`src/rtl/calc_serial_varcalc_pkg.sv`:
```
// Shared constants for the serial window variance calculator:
// default widths, the legal sample-count limit and the FSM state encoding.
package calc_serial_pkg;

    localparam int unsigned SUM_W = 11;
    localparam int unsigned SQ_W  = 14;
    localparam int unsigned N_W   = 9;
    localparam int unsigned RES_W = 22;
    localparam int unsigned N_MAX = 256;

    // Legacy-compatible 3-bit state encoding
    localparam logic [2:0] ST_IDLE  = 3'd0;
    localparam logic [2:0] ST_MUL_A = 3'd1;
    localparam logic [2:0] ST_MUL_B = 3'd2;
    localparam logic [2:0] ST_SUB   = 3'd3;
    localparam logic [2:0] ST_DONE  = 3'd4;

    function automatic int unsigned max_u(input int unsigned a, input int unsigned b);
        return (a > b) ? a : b;
    endfunction

endpackage

```
`src/rtl/calc_serial_varcalc_if.sv`:
```
// Start/ack handshake bundle between the window calculator, the variance
// calculator (slave) and the downstream comparison stage (master side).
interface calc_serial_varcalc_if
    import calc_serial_pkg::*;
#(
    parameter int unsigned SUM_W = calc_serial_pkg::SUM_W,
    parameter int unsigned SQ_W  = calc_serial_pkg::SQ_W,
    parameter int unsigned N_W   = calc_serial_pkg::N_W,
    parameter int unsigned RES_W = calc_serial_pkg::RES_W
) ();

    logic             start;
    logic [N_W-1:0]   n;
    logic [SUM_W-1:0] wsum;
    logic [SQ_W-1:0]  w2sum;
    logic             ack;
    logic             busy;
    logic             valid;
    logic [RES_W-1:0] result;
    logic             err;

    modport slave (
        input  start, n, wsum, w2sum, ack,
        output busy, valid, result, err
    );

    modport master (
        output start, n, wsum, w2sum, ack,
        input  busy, valid, result, err
    );

endinterface

```
`src/rtl/calc_serial_varcalc_shiftmul.sv`:
```
// One shift-add multiply step: adds the multiplicand, shifted by the
// current bit position, into the accumulator when the multiplier bit is set.
module calc_serial_shiftmul #(
    parameter int unsigned ACC_W = 23,
    parameter int unsigned CNT_W = 4
) (
    input  logic [ACC_W-1:0] acc_i,
    input  logic [ACC_W-1:0] mcand_i,
    input  logic             mbit_i,
    input  logic [CNT_W-1:0] shift_i,
    output logic [ACC_W-1:0] acc_o
);

    logic [ACC_W-1:0] partial;

    always_comb begin
        partial = mcand_i << shift_i;
        acc_o   = mbit_i ? (acc_i + partial) : acc_i;
    end

endmodule

```
`src/rtl/calc_serial_varcalc.sv`:
```
// Serial variance numerator n*w2sum - wsum^2 computed with one time-shared
// shift-add multiplier; fixed 21-cycle start-to-valid latency.
module calc_serial_varcalc
    import calc_serial_pkg::*;
#(
    parameter int unsigned SUM_W = calc_serial_pkg::SUM_W,
    parameter int unsigned SQ_W  = calc_serial_pkg::SQ_W,
    parameter int unsigned N_W   = calc_serial_pkg::N_W,
    parameter int unsigned RES_W = calc_serial_pkg::RES_W
) (
    input  logic                  clk,
    input  logic                  reset,
    calc_serial_varcalc_if.slave  bus
);

    localparam int unsigned PA_W      = SQ_W + N_W;
    localparam int unsigned PB_W      = 2 * SUM_W;
    localparam int unsigned ACC_W     = max_u(PA_W, PB_W);
    localparam int unsigned MUL_STEPS = max_u(N_W, SUM_W);
    localparam int unsigned CNT_W     = $clog2(MUL_STEPS);

    logic [2:0]       state_q,  state_d;
    logic [N_W-1:0]   op_n_q,   op_n_d;
    logic [SUM_W-1:0] op_sum_q, op_sum_d;
    logic [SQ_W-1:0]  op_sq_q,  op_sq_d;
    logic [ACC_W-1:0] acc_q,    acc_d;
    logic [CNT_W-1:0] cnt_q,    cnt_d;
    logic [ACC_W-1:0] pa_q,     pa_d;
    logic [ACC_W-1:0] pb_q,     pb_d;
    logic             busy_q,   busy_d;
    logic             valid_q,  valid_d;
    logic [RES_W-1:0] result_q, result_d;
    logic             err_q,    err_d;

    logic [ACC_W-1:0] mcand;
    logic [ACC_W-1:0] mplier;
    logic             mbit;
    logic [ACC_W-1:0] acc_next;
    logic             last_a;
    logic             last_b;
    logic             n_bad;

    // Operand muxes: MUL_A forms w2sum*n, MUL_B forms wsum*wsum
    always_comb begin
        if (state_q == ST_MUL_A) begin
            mcand  = ACC_W'(op_sq_q);
            mplier = ACC_W'(op_n_q);
        end else begin
            mcand  = ACC_W'(op_sum_q);
            mplier = ACC_W'(op_sum_q);
        end
        mbit   = |(mplier & (ACC_W'(1) << cnt_q));
        last_a = (cnt_q == CNT_W'(N_W - 1));
        last_b = (cnt_q == CNT_W'(SUM_W - 1));
        n_bad  = (op_n_q == '0) || (32'(op_n_q) > N_MAX);
    end

    calc_serial_shiftmul #(
        .ACC_W (ACC_W),
        .CNT_W (CNT_W)
    ) u_shiftmul (
        .acc_i   (acc_q),
        .mcand_i (mcand),
        .mbit_i  (mbit),
        .shift_i (cnt_q),
        .acc_o   (acc_next)
    );

    always_comb begin
        state_d  = state_q;
        op_n_d   = op_n_q;
        op_sum_d = op_sum_q;
        op_sq_d  = op_sq_q;
        acc_d    = acc_q;
        cnt_d    = cnt_q;
        pa_d     = pa_q;
        pb_d     = pb_q;
        busy_d   = busy_q;
        valid_d  = valid_q;
        result_d = result_q;
        err_d    = err_q;

        case (state_q)
            ST_IDLE: begin
                if (bus.start) begin
                    op_n_d   = bus.n;
                    op_sum_d = bus.wsum;
                    op_sq_d  = bus.w2sum;
                    acc_d    = '0;
                    cnt_d    = '0;
                    busy_d   = 1'b1;
                    state_d  = ST_MUL_A;
                end
            end

            ST_MUL_A: begin
                acc_d = acc_next;
                cnt_d = cnt_q + 1'b1;
                if (last_a) begin
                    pa_d    = acc_next;
                    acc_d   = '0;
                    cnt_d   = '0;
                    state_d = ST_MUL_B;
                end
            end

            ST_MUL_B: begin
                acc_d = acc_next;
                cnt_d = cnt_q + 1'b1;
                if (last_b) begin
                    pb_d    = acc_next;
                    acc_d   = '0;
                    cnt_d   = '0;
                    state_d = ST_SUB;
                end
            end

            // Full-width compare before narrowing to RES_W
            ST_SUB: begin
                if (n_bad || (pa_q < pb_q)) begin
                    result_d = '0;
                    err_d    = 1'b1;
                end else begin
                    result_d = RES_W'(pa_q - pb_q);
                    err_d    = 1'b0;
                end
                valid_d = 1'b1;
                state_d = ST_DONE;
            end

            ST_DONE: begin
                if (bus.ack) begin
                    valid_d = 1'b0;
                    busy_d  = 1'b0;
                    state_d = ST_IDLE;
                end
            end

            default: begin
                state_d = ST_IDLE;
            end
        endcase
    end

    always_ff @(posedge clk or posedge reset) begin
        if (reset) begin
            state_q  <= ST_IDLE;
            op_n_q   <= '0;
            op_sum_q <= '0;
            op_sq_q  <= '0;
            acc_q    <= '0;
            cnt_q    <= '0;
            pa_q     <= '0;
            pb_q     <= '0;
            busy_q   <= 1'b0;
            valid_q  <= 1'b0;
            result_q <= '0;
            err_q    <= 1'b0;
        end else begin
            state_q  <= state_d;
            op_n_q   <= op_n_d;
            op_sum_q <= op_sum_d;
            op_sq_q  <= op_sq_d;
            acc_q    <= acc_d;
            cnt_q    <= cnt_d;
            pa_q     <= pa_d;
            pb_q     <= pb_d;
            busy_q   <= busy_d;
            valid_q  <= valid_d;
            result_q <= result_d;
            err_q    <= err_d;
        end
    end

    assign bus.busy   = busy_q;
    assign bus.valid  = valid_q;
    assign bus.result = result_q;
    assign bus.err    = err_q;

endmodule

```
`src/flat_wrapper.sv`:
```
// flat-port wrapper written by rule: the top's interface ports become plain ports
module calc_serial_varcalc_flat import calc_serial_pkg::*;
#(
    parameter int unsigned SUM_W = calc_serial_pkg::SUM_W,
    parameter int unsigned SQ_W  = calc_serial_pkg::SQ_W,
    parameter int unsigned N_W   = calc_serial_pkg::N_W,
    parameter int unsigned RES_W = calc_serial_pkg::RES_W
)
  (clk, reset, bus_start, bus_n, bus_wsum, bus_w2sum, bus_ack, bus_busy, bus_valid, bus_result, bus_err);
  calc_serial_varcalc_if #(.SUM_W(SUM_W), .SQ_W(SQ_W), .N_W(N_W), .RES_W(RES_W)) bus_i ();
  input  logic clk;
  input  logic reset;
  input wire logic [$bits(bus_i.start)-1:0] bus_start;
  input wire logic [$bits(bus_i.n)-1:0] bus_n;
  input wire logic [$bits(bus_i.wsum)-1:0] bus_wsum;
  input wire logic [$bits(bus_i.w2sum)-1:0] bus_w2sum;
  input wire logic [$bits(bus_i.ack)-1:0] bus_ack;
  output wire logic [$bits(bus_i.busy)-1:0] bus_busy;
  output wire logic [$bits(bus_i.valid)-1:0] bus_valid;
  output wire logic [$bits(bus_i.result)-1:0] bus_result;
  output wire logic [$bits(bus_i.err)-1:0] bus_err;
  assign bus_i.start = bus_start;
  assign bus_i.n = bus_n;
  assign bus_i.wsum = bus_wsum;
  assign bus_i.w2sum = bus_w2sum;
  assign bus_i.ack = bus_ack;
  assign bus_busy = bus_i.busy;
  assign bus_valid = bus_i.valid;
  assign bus_result = bus_i.result;
  assign bus_err = bus_i.err;
  calc_serial_varcalc #(.SUM_W(SUM_W), .SQ_W(SQ_W), .N_W(N_W), .RES_W(RES_W)) u_core (.clk(clk), .reset(reset), .bus(bus_i));
endmodule
```
`config.mk`:
```
export PLATFORM = sky130hd
export DESIGN_NAME = calc_serial_varcalc_flat
export DESIGN_NICKNAME = d
export VERILOG_FILES = /design/src/rtl/calc_serial_varcalc_pkg.sv /design/src/rtl/calc_serial_varcalc_if.sv /design/src/rtl/calc_serial_varcalc_shiftmul.sv /design/src/rtl/calc_serial_varcalc.sv /design/src/flat_wrapper.sv
export SDC_FILE = /design/constraint.sdc
export NUM_CORES = 1
export LEC_CHECK = 0
export CORE_ASPECT_RATIO = 1.75
export CORE_MARGIN = 1
export CORE_UTILIZATION = 61
export CTS_BUF_LIST = sky130_fd_sc_hd__clkbuf_4 sky130_fd_sc_hd__clkbuf_8
export DETAILED_ROUTE_END_ITERATION = 7
export PLACE_DENSITY = 0.83
export SLEW_MARGIN = 25
export SYNTH_ARGS = -nofsm -noshare
export SYNTH_HDL_FRONTEND = slang
export SYNTH_SLANG_ARGS = --single-unit
```
`constraint.sdc`:
```
create_clock -name clk -period 5.5 [get_ports clk]
set_input_delay 1.1 -clock clk [delete_from_list [all_inputs] [get_ports clk]]
set_output_delay 1.1 -clock clk [all_outputs]
set_load 0.03 [all_outputs]
```
==> impl_results.md <==
- I/O Buffers: 62
- Setup TNS: 0 ps
- Post-CTS Setup Repair Bufs: 0
- Synthesized-area fraction occupied by adder cells: 8.06%
- CTS tree: built
- Clock Latency Late Sink: 450 ps
- Crit path cell chain: nor3b_2, buf_4, mux2i_1, nand2_1, and3_1, a21oi_1, mux2i_1, mux2_2, ha_1, a21oi_1, o21ai_0, a211oi_1, nor3_1, o22ai_1, xor2_1, or3_1, a31oi_1
- Clock Sinks: 135
- Worst slew pin tran: 1060 ps
- Crit share post-route: 90.4%
- Antenna-violating nets left: 0
- DRC: 0
- Antenna Cells: 0
- Worst-path maximum fanout: 21
- Die ar.: 0.0146 mm2
- WP data arrival: 5340 ps
- Total number of vias: 7029
- Cell count along the critical path: 17
- Initial drt markers: 420
- Layout cells sized above 1: 11.9%
- Post-Syn Instances: 891
- CP delay by family, top: compound AO/OA/AOI/OAI gates
- Endpoint class of the critical path: flip-flop
- Yosys top cell area share: 39.4%
- Die Y: 159 um
- Most frequent cell after synthesis: dfrtp_1
- Wire per inst: 18.0 um
- Synth top cells by count: dfrtp_1, nand2_1, o21ai_0, ha_1, a21oi_1
- First-pass GRT wire length: 34200 um
- Starting density of the core: 62.3%
- Critical Path Max Stage Delay: 540 ps
- Synth Area in Compound Gates: 18.7%
- CP required: 5870 ps
- Cts-stage hold buffer count: 0
- Async set-or-reset flop fraction in the synthesized netlist: 100%
- Chip Width: 91.6 um
- Cell area after synthesis: 0.00857 mm2
- Via/cell ratio: 6.20
- Synth Warn #: 0
- Kind of critical path: reg -> reg
- Pre-antenna DRT Iters: 7
- Worst min path class: reg -> reg
- Crit-path slowest cell: dfrtp_1
- Main synth FF type: dfrtp_1
- Post-synth EDFFs: 0
- Status: completed
- Largest family of logic cells by synthesized area: compound AO/OA/AOI/OAI gates
- Min Tclk post-route: 4970 ps
- GRT overflow: 0
- Final net count: 1036
- Maximum clock rate: 201 MHz
- Setup Viol. Count Final: 0
- Largest net degree at the start of global routing: 64
- Num ports: 63
- FP Rows: 57
- Reg2Reg Depth: 17
- Post-synth top area cell: dfrtp_1
- FF+latch count, synth: 135
- Filler cells: 1069
- RSZ-0062 raised after global routing: false
- Buf/Inv on CP: 1
- Final WL: 20400 um
- Post-DP HPWL: 15500 um
- Sequential area share after synthesis: 39.4%
- Overall routing resource usage: 29.9%
- Core area: 0.0138 mm2
- CP Launch Type: flip-flop
- Number of global-route vias before repair: 7043
- PostCTS Resize Cnt: 0
- Final GP Congestion: 0.982
- Hold Fails Final Rpt: 0
- Clock Skew: 14.6 ps
- Max-Cap Viols: 0
- H-tree Lvls: 4
- Slew HR: 28.7%
- Clk buf depth: 2
- Post-Synth XOR/XNOR Area: 3.98%
- Initial antenna violation count: 0
- CTS clk-pin slew, worst paths: 80 ps
- Largest cells by area after synthesis: dfrtp_1, ha_1, mux2_2
- Root buffer cell: clkbuf_8
- Synthesis-to-finish area growth: 13.5%
- CTS Buf Count: 17
- WHS Path Cells: 2
- Count of cell types in the netlist: 70
- Synth Net Count: 983
- Mux share of post-synthesis cell area: 13.2%
- Syn_area_per_cell: 9.62 um2
- Synth Area in Simple Gates: 12.2%
- Final-report max-slew violation count: 0
==> tightest hold or removal path, stage by stage (launching register included) <==
cell and delay (ps):
dfrtp_1 350, nand2_1 50, o21ai_0 60
==> cells by family (layout without fill, tap and decap cells) <==
family | count (synthesis) | after routing
buffers and inverters | 88 | 153
xor gates and xnor gates | 39 | 39
DFF | 135 | 135
AOI/OAI and AO/OA | 248 | 248
muxes | 101 | 101
and+or+nand+nor | 226 | 226
adders and majority gates | 54 | 54
==> routing by layer <==
layer | vias up | wire length (um) | GRT usage (%)
li1 | 3327 | - | -
met1 | 3398 | 7580 | 32.0
met2 | 217 | 11000 | 54.5
met3 | 87 | 602 | 3.93
met4 | 0 | 1190 | 18.3
met5 | - | 0 | 0
==> layout make-up <==
class | instances | area [um2] | share of cell area (%)
multi-input cells | 668 | 4840 | 49.7
flip-flops and latches | 135 | 3380 | 34.7
repair buffers | 75 | 718 | 7.38
clock buffers | 19 | 255 | 2.62
well taps | 177 | 221 | 2.28
inverters | 47 | 179 | 1.84
clock inverters | 12 | 140 | 1.44
==> worst paths after layout <==
path	startpoint	to	slack, ps
worst min register to register	u_core.pb_q[20]	u_core.pb_q[20]	490
worst max-delay path	u_core.state_q[2]	u_core.pa_q[22]	530
worst max register to register	u_core.state_q[2]	u_core.pa_q[22]	530
worst min-delay path	u_core.pb_q[20]	u_core.pb_q[20]	490
max in group asynchronous	reset	u_core.op_sq_q[9]	3340
min in group asynchronous	reset	u_core.pb_q[4]	1150
==> through the flow <==
stage / cells / instance area, um2 / util [%] / setup slack [ps] / hold WS [ps]
final: 1133 / 9730 / 70.7 / 527 / 485
after CTS: 1133 / 9720 / 70.6 / 643 / 490
after global routing: 1133 / 9730 / 70.7 / 112 / 510
after detailed placement: 1102 / 9330 / 67.8 / 728 / 470
after global placement: 1102 / 9330 / 67.8 / 771 / 461
after floorplan: 891 / 8570 / - / 789 / 450
==> flip-flops by register name, summed over array words and instances, names as in the netlist, 3 cells and up <==
signal	count
u_core.acc_q	23
u_core.bus.result	22
u_core.state_q	3
u_core.op_sum_q	11
u_core.op_n_q	9
u_core.op_sq_q	14
u_core.pb_q	23
u_core.pa_q	23
u_core.cnt_q	4
==> cells in the final DEF, fill, tap and decap left out, types with 26 or more instances in the layout <==
master / instances
o21ai_0: 53
nor2_1: 38
ha_1: 52
inv_1: 44
mux2_2: 45
o21ai_1: 28
dfrtp_1: 135
a21oi_1: 47
xnor2_1: 26
a22o_1: 32
clkdlybuf4s50_1: 62
mux2i_1: 43
nand2_1: 113
Power is left out: the tool's default activity adds up to more than one toggle a clock period on the data nets, which glitch-free logic cannot reach.
